**src/rtl/logs_pkg.sv**
```systemverilog
// Shared definitions for the note-player voices: FSM encoding and common tempo.
package logs_pkg;

  localparam logic [1:0] LOGS_ST_IDLE = 2'd0;
  localparam logic [1:0] LOGS_ST_PLAY = 2'd1;
  localparam logic [1:0] LOGS_ST_GAP  = 2'd2;

  typedef enum logic [1:0] {
    ST_IDLE = LOGS_ST_IDLE,
    ST_PLAY = LOGS_ST_PLAY,
    ST_GAP  = LOGS_ST_GAP
  } logs_state_e;

  // Every voice and the sequencer default to this tempo so they stay in lockstep.
  localparam int unsigned LOGS_TICK_CLKS = 1024;

endpackage

```
**src/rtl/logs_prescaler.sv**
```systemverilog
// Duration-tick prescaler: one-cycle pulse every TICK_CLKS clocks, restartable by clear.
module logs_prescaler
  import logs_pkg::*;
#(
  parameter int unsigned TICK_CLKS = LOGS_TICK_CLKS
) (
  input  logic clk,
  input  logic rst_n,
  input  logic clear,
  output logic tick
);

  localparam int unsigned CW = (TICK_CLKS > 1) ? $clog2(TICK_CLKS) : 1;
  localparam logic [CW-1:0] LAST = CW'(TICK_CLKS - 1);

  logic [CW-1:0] cnt_q, cnt_d;

  assign tick = (cnt_q == LAST);

  always_comb begin
    cnt_d = cnt_q + 1'b1;
    if (clear || tick) cnt_d = '0;
  end

  always_ff @(posedge clk) begin
    if (!rst_n) cnt_q <= '0;
    else        cnt_q <= cnt_d;
  end

endmodule

```
**src/rtl/logs_voice.sv**
```systemverilog
// Single-voice square-wave note player with a silent articulation gap after each note.
//   state | meaning
//   IDLE  | waiting for a note command (note_ready high)
//   PLAY  | toggling audio_out every period clocks, counting duration ticks
//   GAP   | audio silent, counting GAP_TICKS ticks before the next note
module logs_voice
  import logs_pkg::*;
#(
  parameter int unsigned PW        = 12,
  parameter int unsigned DW        = 8,
  parameter int unsigned TICK_CLKS = LOGS_TICK_CLKS,
  parameter int unsigned GAP_TICKS = 1
) (
  input  logic          clk,
  input  logic          rst_n,
  input  logic          note_valid,
  output logic          note_ready,
  input  logic [PW-1:0] note_period,
  input  logic [DW-1:0] note_dur,
  output logic          audio_out,
  output logic          busy
);

  localparam int unsigned GW = (GAP_TICKS > 0) ? $clog2(GAP_TICKS + 1) : 1;

  logs_state_e   state_q, state_d;
  logic [PW-1:0] period_q, period_d;
  logic [PW-1:0] phase_q, phase_d;
  logic [DW-1:0] rem_q, rem_d;
  logic [GW-1:0] gap_q, gap_d;
  logic          audio_q, audio_d;
  logic          busy_q, busy_d;
  logic          presc_clear;
  logic          tick;

  logs_prescaler #(.TICK_CLKS(TICK_CLKS)) u_presc (
    .clk   (clk),
    .rst_n (rst_n),
    .clear (presc_clear),
    .tick  (tick)
  );

  assign note_ready = (state_q == ST_IDLE);
  assign audio_out  = audio_q;
  assign busy       = busy_q;

  always_comb begin
    state_d     = state_q;
    period_d    = period_q;
    phase_d     = phase_q;
    rem_d       = rem_q;
    gap_d       = gap_q;
    audio_d     = audio_q;
    presc_clear = 1'b0;

    case (state_q)
      ST_IDLE: begin
        if (note_valid) begin
          period_d = note_period;
          rem_d    = note_dur;
          // A zero-length note is swallowed without leaving IDLE.
          if (note_dur != '0) begin
            state_d     = ST_PLAY;
            phase_d     = '0;
            audio_d     = 1'b0;
            presc_clear = 1'b1;
          end
        end
      end
      ST_PLAY: begin
        if (period_q != '0) begin
          if (phase_q == (period_q - 1'b1)) begin
            phase_d = '0;
            audio_d = ~audio_q;
          end else begin
            phase_d = phase_q + 1'b1;
          end
        end
        if (tick) begin
          rem_d = rem_q - 1'b1;
          if (rem_q == DW'(1)) begin
            audio_d = 1'b0;
            phase_d = '0;
            if (GAP_TICKS > 0) begin
              state_d = ST_GAP;
              gap_d   = GW'(GAP_TICKS);
            end else begin
              state_d = ST_IDLE;
            end
          end
        end
      end
      ST_GAP: begin
        audio_d = 1'b0;
        if (tick) begin
          gap_d = gap_q - 1'b1;
          if (gap_q == GW'(1)) state_d = ST_IDLE;
        end
      end
      default: state_d = ST_IDLE;
    endcase

    busy_d = (state_d != ST_IDLE);
  end

  always_ff @(posedge clk) begin
    if (!rst_n) begin
      state_q  <= ST_IDLE;
      period_q <= '0;
      phase_q  <= '0;
      rem_q    <= '0;
      gap_q    <= '0;
      audio_q  <= 1'b0;
      busy_q   <= 1'b0;
    end else begin
      state_q  <= state_d;
      period_q <= period_d;
      phase_q  <= phase_d;
      rem_q    <= rem_d;
      gap_q    <= gap_d;
      audio_q  <= audio_d;
      busy_q   <= busy_d;
    end
  end

endmodule

```
**config.mk**
```make
export PLATFORM = sky130hd
export DESIGN_NAME = logs_voice
export DESIGN_NICKNAME = d
export VERILOG_FILES = /design/src/rtl/logs_pkg.sv /design/src/rtl/logs_prescaler.sv /design/src/rtl/logs_voice.sv
export SDC_FILE = /design/constraint.sdc
export NUM_CORES = 1
export LEC_CHECK = 0
export BUFFER_PORTS_ARGS = -buffer_cell sky130_fd_sc_hd__buf_4
export CAP_MARGIN = 10
export CORE_ASPECT_RATIO = 1.4
export CORE_MARGIN = 8
export CORE_UTILIZATION = 55
export CTS_CLUSTER_DIAMETER = 120
export DETAILED_ROUTE_END_ITERATION = 7
export GPL_TIMING_DRIVEN = 0
export PLACE_DENSITY = 0.75
export SLEW_MARGIN = 0
export SYNTH_ARGS = -nofsm -noshare
export SYNTH_HDL_FRONTEND = slang
export SYNTH_HIERARCHICAL = 1
export SYNTH_SLANG_ARGS = --single-unit
export TNS_END_PERCENT = 20
```
**constraint.sdc**
```tcl
create_clock -name clk -period 5.8 [get_ports clk]
set_input_delay 0.58 -clock clk [delete_from_list [all_inputs] [get_ports clk]]
set_output_delay 0.58 -clock clk [all_outputs]
set_load 0.02 [all_outputs]
```
# Word level (Yosys, flattened, before mapping)
# Index checks and enable logic that the tools add are counted.
[word_totals] word_cells=70 output_inout_bits=3 register_bits=47 input_bits=23
[classes] n_reduce_logical=14 mux=31 bitwise=2 n_addsub=5 eq_ne=10
[op_table] operator="12-bit 2-to-1 mux" count=6
[op_table] operator="12-bit case mux with 2 select lines" count=1
[op_table] operator="8-bit 2-to-1 mux" count=2
[op_table] operator="8-bit case mux with 2 select lines" count=1
[op_table] operator="12-bit by 1-bit adder with 12-bit output, second input constant" count=1
[op_table] operator="12-bit == test" count=1
[op_table] operator="1-bit 2-to-1 mux" count=12
[op_table] operator="2-bit 2-to-1 mux" count=6
[op_table] operator="12-bit nonzero test" count=1
[op_table] operator="12-bit by 1-bit subtractor with 12-bit output, second input constant" count=1
[op_table] operator="10-bit by 1-bit adder with 10-bit output, second input constant" count=1
[op_table] operator="10-bit == test, second input constant" count=1
[op_table] operator="3-bit AND reduction" count=3
[op_table] operator="8-bit by 1-bit == test with 1-bit output, second input constant" count=1
[op_table] operator="8-bit nonzero test" count=1
[op_table] operator="8-bit by 1-bit subtractor with 8-bit output, second input constant" count=1
[op_table] operator="2-bit by 1-bit inequality test with 1-bit output, second input constant" count=3
[op_table] operator="2-bit case mux with 3 select lines" count=1
[op_table] operator="2-bit nonzero test" count=3
[op_table] operator="2-bit inequality test, second input constant" count=2
[op_table] operator="4-bit AND reduction" count=1
[op_table] operator="1-bit case mux with 3 select lines" count=1
[op_table] operator="3-bit nonzero test" count=1
[op_table] operator="2-bit by 1-bit == test with 1-bit output, second input constant" count=1
[op_table] operator="other kinds (8)" count=9

# Logic depth before layout (Yosys ltp)
# Gate-level depths: netlist (run 1).
[logic_depth] ltp_word=7 ltp_mapped=11 mapped_depth_nobuf=10

# By module
# Netlist (run 1), hierarchy kept.
[modules_own_cells] module="logs_voice" cells_each=310 area_each_um2=2314.7 n_inst=1 seq_area_each_um2=740.7
[modules_own_cells] module="logs_prescaler" cells_each=50 area_each_um2=451.7 n_inst=1 seq_area_each_um2=200.2

# Worst setup path before layout (run 1)
# No wires, ideal clock.
[synth_timing] path_type="reg2reg" start="reg period_q[0]" end="reg phase_q[2]" t_required_ns=5.683 path_buffers=2 setup_ns=0.117 setup_slack_ns=3.239 arrival_time_ns=2.444 period_less_slack_ns=2.561 path_stages_with_launch=12 cell_sequence="dfxtp_1 -> inv_1 -> ha_1 -> clkbuf_1 -> nor4b_1 -> a31oi_1 -> o21ai_0 -> o2111ai_1 -> or4b_4 -> buf_6 -> a32oi_1 -> nand2_1"
[synth_between] elab_chain_cells=7 elab_cells_between_ends=8 cone_classes="add/sub (1); eq/ne (1); mux (5); reduce/logical (1)"
[synth_rtl] item="start: declaration" line_no="logs_voice.sv:27" text="logic [PW-1:0] period_q, period_d;"
[synth_rtl] item="start signal: assignment" line_no="logs_voice.sv:117" text="period_q <= period_d;"
[synth_rtl] item="12-bit by 1-bit subtractor with 12-bit output" line_no="logs_voice.sv:72" text="if (phase_q == (period_q - 1'b1)) begin"
[synth_rtl] item="12-bit == test" line_no="logs_voice.sv:72"
[synth_rtl] item="12-bit 2-to-1 mux" line_no="logs_voice.sv:72"
[synth_rtl] item="12-bit 2-to-1 mux (*)" line_no="logs_voice.sv:71" text="if (period_q != '0) begin"
[synth_rtl] item="12-bit 2-to-1 mux" line_no="logs_voice.sv:81" text="if (rem_q == DW'(1)) begin"
[synth_rtl] item="12-bit 2-to-1 mux (*)" line_no="logs_voice.sv:79" text="if (tick) begin"
[synth_rtl] item="12-bit case mux with 2 select lines (*)" line_no="logs_voice.sv:56" text="case (state_q)"
[synth_rtl] item="end signal: assignment" line_no="logs_voice.sv:118" text="phase_q <= phase_d;"
[synth_rtl] item="end: declaration" line_no="logs_voice.sv:28" text="logic [PW-1:0] phase_q, phase_d;"
# Every way passes the cells marked *; elsewhere a longest branch is shown, timed or not.
# A chain may end at the register's enable or synchronous reset.

# Worst setup path in the final report (run 1)
[layout_timing] start="reg period_q[0]" end="reg phase_q[11]"
# The elaborated chain is that of the path after synthesis.

==> run metrics, run 1 <==
status complete, no violations; Die Wd 75.9 um; Slew @ Worst Pin 722 ps; final antenna-violating net count 0; Yosys warnings 6; dpl ws a little under 3000 ps; Setup Total Neg Slack 0 ps; critical path type reg -> reg; final hold vios 0; dpl cells 449; Cells after Synth between 300 and 400; top cell type by total area after synthesis dfxtp_1; RSZ-0062 raised after global routing no; Top FF cell, synth dfxtp_1; count of final setup violators 0; First-pass DRT Iterations 4; Die ar. 7590 um2; CTS Buffer Depth 2; reg2reg setup slack 2920 ps; initial DRC count 153; CTS tree done; FF/Latch Area 941 um2; initial antenna violation count 0; CTS root buffer clkbuf_8; Diodes inserted 0; Placed Area 3030 um2; layout net count 420; final instance area approximately 3100 um2; critical-path maximum fanout 10; Die H approximately 100 um; Core Footprint 4840 um2; first-pass GRT wire length between 10 and 15 mm; CTS Buf Count 5; Initial Util 0.571; Data required, critical path 5980 ps; final worst-path setup slack a little under 3000 ps; vias in the first global route 2503; Post-Syn Area per Cell 7.68 um2; Final HPWL DP 4.78 mm; Post-Synth Adder-Cell Area 0.0226; H-tree levels 2; Top Ports 26; area share of the largest cell type after synthesis 0.340; port bufs 25; CP cell instances inv_1, ha_1, clkbuf_1, nor4b_1, a31oi_1, o21ai_0, o2111ai_1, or4b_4, nand2_1, o311ai_1; Synth area leaders dfxtp_1 34%, nand2_1 7.6%, nor2_1 5.2%; Critical Path AT 3070 ps; Slew HR 0.515; Synth Area in Simple Gates 0.321; crit share post-route 0.497; Min Clock Period, post-route 2880 ps; fillers 437; CTS Sinks 47; Post-CTS Hold Buffers 0; Min-Delay Path Class reg -> reg; Critical Path Sink Type flip-flop; Critical Path Start Type flip-flop; syn nets between 300 and 400; number of synthesized flops with an enable pin 0; worst vdd ir 0.121 mV; share of cells above drive strength 1 0.127; Fmax between 0.3 and 0.4 GHz; Post-Synthesis Cell Area 2770 um2; XOR/XNOR share of the synthesized area 0.0570; Setup Skew approximately 8.4 ps; CP max stage delay roughly 600 ps; routability cong. around 0.87; compound-gate portion of the synthesized area 0.204; area of the multi-input gates between 1500 and 2000 um2; # rows 30; Global Route Usage Sum 0.171; Slew Viols, Final 0; Power Dens Cells approximately 230 nW/um2; pin count of the biggest net entering global routing 16; area delta synth->final 13.7%; post-CTS sizing 0; drt via density 5.70; Reg clk slew, reported paths around 90 ps; worst skew pair latency 300 ps; DRC viols 0; Post-CTS Setup Bufs 0; non-filler instance count after layout 457; Max Cap Violations 0; Leak 1.14 nW; register area share after synthesis 0.340; via count 2607; mux contribution to synthesized area 0.00362; Congestion Overflow GR 0; Total Routed Length 6.33 mm; cell at the slowest stage of the critical path or4b_4; wire length per cell 13.8 um; Finished Core Util 0.650; synth unique cells 54; register bit total from synthesis 47; largest family of logic cells by synthesized area simple AND/OR/NAND/NOR gates; asr flop ratio synth 0
-- per-layer routing --
| metal | GRT usage | routed length (um) | vias up |
|---|---|---|---|
| met3 | 0.0331 | 181 | 8 |
| met2 | 0.309 | 3260 | 38 |
| li1 | - | - | 1344 |
| met4 | 0.0742 | 92 | 0 |
| met5 | 0 | 0 | - |
| met1 | 0.189 | 2800 | 1217 |
-- metrics by stage --
stage	hold slack, ps	power [mW]
4_1_cts	471	0.735
3_3_place_gp	443	0.492
2_1_floorplan	429	0.454
5_1_grt	493	0.767
6_report	471	0.728
3_5_place_dp	449	0.494
-- logic make-up after synthesis --
| family | count (synthesis) |
|---|---|
| adder cells (fa/ha/maj) | 5 |
| flip-flops | 47 |
| multiplexers | 1 |
| AND/OR/NAND/NOR | 171 |
| AO/OA/AOI/OAI | 84 |
| XOR/XNOR | 18 |
| buffers and inverters | 34 |
-- cells in the mapped netlist, drive strengths merged (4+ instances only) --
| cell | number |
|---|---|
| nor3 | 7 |
| a21boi | 15 |
| nor4 | 9 |
| nand2 | 56 |
| o211ai | 4 |
| nand3 | 14 |
| nand4 | 9 |
| or2 | 4 |
| a21oi | 15 |
| a22oi | 4 |
| a211oi | 4 |
| a31oi | 8 |
| xor2 | 8 |
| and2 | 8 |
| clkbuf | 15 |
| buf | 4 |
| or3 | 4 |
| ha | 5 |
| dfxtp | 47 |
| inv | 15 |
| o311ai | 6 |
| nand2b | 4 |
| nor2 | 38 |
| xnor2 | 10 |
| o21ai | 15 |
-- state kept, by name, summed over array words and instances, names as in the netlist --
signal         count
audio_out          1
busy               1
gap_q              1
period_q          12
phase_q           12
rem_q              8
state_q            2
u_presc/cnt_q     10
-- layout by cell type, fill, tap and decap left out, types with 3 or more instances in the layout --
cell	synthesis	final
o21ai_0	15	15
and2_1	7	7
xor2_1	8	8
dfxtp_1	47	47
a21boi_0	15	15
nand4_1	7	7
o22ai_1	3	3
nor4b_1	3	3
or2_2	4	4
a21oi_1	15	15
nor3_1	7	7
clkbuf_1	15	15
xnor2_1	10	10
nand2_1	56	56
o211ai_1	4	4
nor2_1	38	38
a22oi_1	4	4
nand3_1	13	13
nand2b_1	4	4
nor2b_1	3	3
or3_1	3	3
inv_1	15	15
o311ai_1	6	6
nand4b_1	3	3
ha_1	5	5
buf_4	0	25
a211oi_1	4	4
clkbuf_8	0	5
nor4_1	7	7
a31oi_1	8	8
-- worst max-delay path: cells and delay by family, from the launching register on --
| kind | cells | cell delay [ps] |
|---|---|---|
| flip-flops | 1 | 490 |
| AND/OR/NAND/NOR | 3 | 1190 |
| buffers and inverters | 2 | 310 |
| adder cells (fa/ha/maj) | 1 | 220 |
| AO/OA/AOI/OAI | 4 | 550 |
-- final timing paths --
path | end | depth (start not counted) | start
setup / recovery | phase_q[11] | 10 | period_q[0]
hold / removal | u_presc/cnt_q[0] | 1 | u_presc/cnt_q[0]
setup reg to reg | phase_q[11] | 10 | period_q[0]
hold reg to reg | u_presc/cnt_q[0] | 1 | u_presc/cnt_q[0]
-- final cells by class --
cell class	count	area share
multi-input cells	279	0.534
flip-flops and latches	47	0.299
repair buffers	25	0.0596
plain buffers	19	0.0278
well taps	64	0.0254
clock buffers	5	0.0219
inverters	15	0.0179
clock inverters	3	0.0139
-- power breakdown --
group	internal (mW)	switching (mW)
clock	0.128	0.112
sequential	0.336	0.0141
combinational	0.0602	0.0780
(Power assumes the default switching activity.)
==> run 2: changes to the inputs <==
CORE_UTILIZATION = 53   (was 55)
clock period = 2.5 ns   (was 5.8 ns; I/O delays follow)
==> run 2 against run 1 <==
Net effect: the flow now finishes with violations (setup timing); sequential power grew 130%; final cell count increased by 1.1%; wire length rose by 3.4%; critical path type unchanged; highest routed layer unchanged.
==> run metrics, run 2 (same netlist as run 1, synthesis figures left out) <==
initial antenna violation count 0 (unchanged); Slew HR 0.572 (+0.0577); status finished with violations; Max Cap Violations 0 (unchanged); CP max stage delay 560 ps (-40 ps); Placed Area 3040 um2 (+0.12%); GR met1 Demand/Resource 0.188 (-0.00182); Min Clock Period, post-route 2610 ps (-270 ps); First-pass DRT Iterations 4 (unchanged); most common cell after layout, fill and taps aside nand2_1; Setup Skew 5.61 ps (-2.75 ps); # rows 31 (+3.3%); failing checks setup timing; Critical path origin period_q[2]; Diodes inserted 0 (unchanged); Slew @ Worst Pin 636 ps (-86.9 ps); initial DRC count 149 (-2.6%); Die ar. 7820 um2 (+3.1%); pin count of the biggest net entering global routing 16 (unchanged); crit share post-route 1.05 (+0.548); final hold vios 0 (unchanged); cell at the slowest stage of the critical path or4b_4; Die H 101 um (+1.6%); Die Wd 77.1 um (+1.5%); worst skew pair latency 300 ps (about the same); Total Routed Length 6.54 mm (+3.4%); Top Ports 26 (unchanged); Leak 1.21 nW (+5.8%); R2R Path Start period_q[2]; final worst-path setup slack -114 ps (-3030 ps); total power 1.82 mW (+150%); Data required, critical path 2700 ps (-3280 ps); CTS Buffer Depth 2 (unchanged); Initial Util 0.540 (-0.0310); Congestion Overflow GR 0 (unchanged); top cell family by delay on the critical path simple AND/OR/NAND/NOR gates; most frequent cells in the layout 55 x nand2_1, 42 x dfxtp_1, 38 x nor2_1, 31 x buf_4; final instance area 3280 um2 (+4.1%); Hold Startpoint note_period[1]; dpl cells 451 (+0.45%); CTS Buf Count 5 (unchanged); met3 Use GR 0.0284 (-0.00468); drt via density 5.82 (+2.0%); M2 GR Usage 0.317 (+0.00786); CTS root buffer clkbuf_8; final antenna-violating net count 0 (unchanged); Core Footprint 5120 um2 (+5.7%); worst vdd ir 0.368 mV (+200%); routability cong. 0.842 (-2.8%); CTS Sinks 47 (unchanged); port bufs 25 (unchanged); share of cells above drive strength 1 0.172 (+0.0445); area delta synth->final 18.5%; Power Dens Cells 556 nW/um2 (+140%); critical path type reg -> reg; Critical path buffers and inverters 2 (unchanged); H-tree levels 2 (unchanged); layout net count 423 (+0.71%); Largest regs period_q: 12 flops, phase_q: 12 flops, u_presc/cnt_q: 10 flops; Fmax 0.383 GHz (+10%); Min-Delay Path Class in -> reg; count of final setup violators 11 (+11); wire length per cell 14.2 um (+2.3%); critical-path maximum fanout 5 (-5); via count 2688 (+3.1%); Critical Path AT 2810 ps (-260 ps); Global Route Usage Sum 0.172 (+0.00115); DRC viols 0 (unchanged); Final HPWL DP 4.78 mm (about the same); first-pass GRT wire length 11.4 mm (+3.1%); dpl ws -290 ps (-3240 ps); non-filler instance count after layout 462 (+1.1%); CP cell instances or4_4, nor4_4, buf_4, nand4b_1, o211ai_1, a22oi_2, or4b_4, buf_6, a32oi_1, nand2_1; fillers 489 (+12%); Slew Viols, Final 0 (unchanged); CTS tree done; vias in the first global route 2755 (+10%); RSZ-0062 raised after global routing yes; Reg clk slew, reported paths 90 ps (about the same); Critical Path Sink Type flip-flop; Critical Path Start Type flip-flop; busiest layer in global routing met2
## run 2: changes by cell type in the layout (fill, tap and decap cells not counted), sizes merged
cell,delta
bufinv,+1
clkinv,-2
clkinvlp,+1
buf,+4
clkbuf,-1
## run 2: final timing paths
check	cells past startpoint	slack (ps)	endpoint
min reg2reg	1	460	u_presc/cnt_q[0]
min	3	190	period_q[1]
max	10	-110	phase_q[2]
max reg2reg	10	-110	phase_q[2]
## run 2: power by group
part / switching [mW] / total [mW] / internal, mW
Sequential: 0.0331 / 0.811 / 0.778
Combinational: 0.190 / 0.345 / 0.154
Clock: 0.267 / 0.666 / 0.399
## run 2: repair_timing
item,in CTS,in global routing
pin swaps,4,1
gates resized for setup,17,6
hold buffers,0,0
endpoints found under the setup margin,13,14
setup buffers,4,1
gates cloned,1,0
## run 2: area by class of cell
class | count | area, um2 | share of cell area
Timing Repair Buffer | 31 | 233 | 0.0710
Inverter | 15 | 56.3 | 0.0172
Buffer | 16 | 72.6 | 0.0221
Tap cell | 66 | 82.6 | 0.0252
Clock inverter | 3 | 67.6 | 0.0206
Sequential cell | 47 | 957 | 0.292
Multi-Input combinational cell | 279 | 1740 | 0.531
Clock buffer | 5 | 68.8 | 0.0210
## run 2: per-layer routing
metal / vias to the layer above / share of wire
li1: 1358 / -
met1: 1264 / 0.42
met2: 49 / 0.52
met3: 17 / 0.030
met4: 0 / 0.026
met5: - / 0
## run 2: metrics by stage
stage / hold WS, ps / setup TNS, ps / utilization
final: 193 / -738 / 0.640
after global routing: 191 / -2400 / 0.640
after CTS: 192 / -820 / 0.633
after detailed placement: 450 / -3020 / 0.593
after global placement: 441 / -2440 / 0.593
after floorplan: 371 / -33.4 / -
## run 2: tightest hold or removal path: stages
cell and delay [ps]:
buf_4 110, nand2_1 40, a21boi_0 60
==> run 3: changes to the inputs <==
PLACE_DENSITY = 0.76   (was 0.75)
RECOVER_POWER = 100   (was unset)
SYNTH_HIERARCHICAL = unset   (was 1)
==> run 3 against run 2 <==
Net effect: the flow now finishes without violations; highest routed layer unchanged; power is 0.46% higher; die area is 5.0% lower; non-clock buffer count is 8 lower; critical endpoint is now phase_q[8]; sequential share of layout area is 1.9 points higher; register-to-register slack better by 350 ps.
==> run metrics, run 3 <==
number of synthesized flops with an enable pin 0 (unchanged); Combinational Power Share 0.190 (about the same); total power 1.83 mW (+0.46%); H-tree levels 2 (unchanged); Slew Viols, Final 0 (unchanged); fillers 459 (-6.1%); area share of the largest cell type after synthesis 0.362 (+0.0221); RSZ-0062 raised after global routing no; asr flop ratio synth 0 (unchanged); Die Wd 75.2 um (-2.5%); Seq pwr share 0.445 (about the same); dpl ws -15.7 ps (+274 ps); port bufs 25 (unchanged); Critical Path Sink Type flip-flop; status complete, no violations; Top Ports 26 (unchanged); Post-CTS Hold Buffers 0 (unchanged); Diodes inserted 0 (unchanged); share of cells above drive strength 1 0.113 (-0.0588); most common cell after layout, fill and taps aside dfxtp_1; layout net count 390 (-7.8%); final antenna-violating net count 0 (unchanged); Post-Synthesis Cell Area 2600 um2 (-6.1%); Min-Delay Path Class in -> reg; Die H 98.8 um (-2.6%); reg2reg setup slack 240 ps (+350 ps); critical-path maximum fanout 10 (+5); most frequent cells after synthesis 47 x dfxtp_1, 44 x nand2_1, 40 x nor2_1, 23 x xor2_1, 18 x o21ai_0; final hold vios 0 (unchanged); Data required, critical path 2710 ps (about the same); drt via density 5.66 (-2.7%); Reg clk slew, reported paths 90 ps (about the same); Yosys warnings 0 (-6); Critical Path Start Type flip-flop; DRC viols 0 (unchanged); crit share post-route 0.904 (-0.142); top-count cell post-synth dfxtp_1; critical path type reg -> reg; Leak 1.17 nW (-2.9%); wire length per cell 14.3 um (+0.69%); via count 2417 (-10%); # rows 30 (-3.2%); register area share after synthesis 0.362 (+0.0221); routability cong. 0.855 (+1.6%); Placed Area 2870 um2 (-5.7%); power share of the clock group 0.365 (about the same); Die ar. 7430 um2 (-5.0%); Global Route Usage Sum 0.175 (+0.00316); vias in the first global route 2380 (-14%); Cells after Synth 328 (-8.9%); CTS Sinks 47 (unchanged); Congestion Overflow GR 0 (unchanged); final instance area 3030 um2 (-7.7%); First-pass DRT Iterations 4 (unchanged); Min Clock Period, post-route 2260 ps (-355 ps); initial antenna violation count 0 (unchanged); first-pass GRT wire length 10.5 mm (-7.7%); Core Footprint 4800 um2 (-6.2%); Sw Ratio 0.278 (+0.00882); CTS tree done; worst vdd ir 0.537 mV (+46%); Critical Path AT 2470 ps (-340 ps); pin count of the biggest net entering global routing 16 (unchanged); CTS Buffer Depth 2 (unchanged); Slew HR 0.540 (-0.0327); syn nets 356 (-8.2%); Pint 1.32 mW (-0.75%); count of final setup violators 0 (-11); top cell type by total area after synthesis dfxtp_1; worst skew pair latency 310 ps (about the same); Power Dens Cells 605 nW/um2 (+8.8%); Max Cap Violations 0 (unchanged); Top FF cell, synth dfxtp_1; Slew @ Worst Pin 684 ps (+48.7 ps); initial DRC count 113 (-24%); CTS root buffer clkbuf_8; area delta synth->final 16.5%; CTS Buf Count 5 (unchanged); Largest regs period_q: 12 flops, phase_q: 12 flops, u_presc.cnt_q: 10 flops; Post-Syn Area per Cell 7.92 um2 (+3.1%); Final HPWL DP 4.53 mm (-5.4%); most frequent cells in the layout 47 x dfxtp_1, 44 x nand2_1, 40 x nor2_1, 23 x xor2_1, 23 x buf_4; Total Routed Length 6.09 mm (-6.9%); register bit total from synthesis 47 (unchanged); synth unique cells 43 (-20%); final worst-path setup slack 240 ps (+355 ps); Initial Util 0.541 (about the same); Synth area leaders dfxtp_1 36%, xor2_1 7.8%, nand2_1 6.4%; Setup Skew 9.46 ps (+3.86 ps); Switch Pwr 509 uW (+3.8%); Fmax 0.443 GHz (+16%)
## run 3: changes by cell type in the layout (fill, tap and decap cells not counted), sizes merged, moves of 5 or more
cell    change
inv         -5
a31oi       -6
o21ai       +9
and3        +5
buf         -9
nand4       +7
o311ai      -6
nand2      -12
xor2       +15
## run 3: power by group through the flow
stage	sequential, mW	combinational [mW]	clock, mW
finish	0.814	0.347	0.669
global route	0.820	0.389	0.701
CTS	0.814	0.337	0.676
detailed placement	0.831	0.331	0
global placement	0.830	0.324	0
floorplan	0.824	0.238	0
## run 3: worst paths after layout
| kind | startpoint | endpoint | depth (start not counted) |
|---|---|---|---|
| setup / recovery | period_q[0] | phase_q[8] | 11 |
| hold / removal | note_period[2] | period_q[2] | 3 |
| setup reg to reg | period_q[0] | phase_q[8] | 11 |
| hold reg to reg | u_presc.cnt_q[0] | u_presc.cnt_q[0] | 1 |
## run 3: stage by stage
step | instances | hold WS, ps | TNS (ps) | utilization
global placement | 417 | 450 | 0 | 0.596
floorplan | 328 | 395 | 0 | -
CTS | 425 | 194 | 0 | 0.626
detailed placement | 417 | 452 | -52.1 | 0.596
finish | 427 | 194 | 0 | 0.630
global route | 427 | 202 | 0 | 0.630
## run 3: area by class of cell
| type | instances | area, um2 | area share |
|---|---|---|---|
| Buffer | 13 | 50.0 | 0.0165 |
| Clock buffer | 5 | 68.8 | 0.0227 |
| Clock inverter | 3 | 67.6 | 0.0223 |
| Inverter | 10 | 37.5 | 0.0124 |
| Multi-Input combinational cell | 259 | 1600 | 0.528 |
| Sequential cell | 47 | 941 | 0.311 |
| Tap cell | 64 | 80.1 | 0.0265 |
| Timing Repair Buffer | 26 | 184 | 0.0608 |
## run 3: kinds of logic after synthesis
family / synth area share
DFF: 0.362
xor gates and xnor gates: 0.111
AOI/OAI and AO/OA: 0.167
muxes: 0.0116
buffers and inverters: 0.0337
and+or+nand+nor: 0.290
adders and majority gates: 0.0241
## run 3: what timing repair did
item,CTS,global route
gates cloned,0,1
pin swaps,0,2
buffers inserted,0,1
resized for setup,1,4
endpoints found under the setup margin,9,12
## run 3: per-layer routing
metal	GRT usage	vias up	wire length, um
met5	0	-	0
li1	-	1215	-
met4	0.0550	0	97
met2	0.316	37	3260
met1	0.199	1155	2590
met3	0.0264	10	147
## run 3: critical path: stages, from the launching register on
cell and delay [ps]:
dfxtp_1 380, inv_1 100, ha_1 200, nor3b_4 180, buf_4 180, nand2_1 70, nor3b_1 360, nor2_1 100
buf_2 200, nand4_1 140, xor2_1 200, nor2_1 50
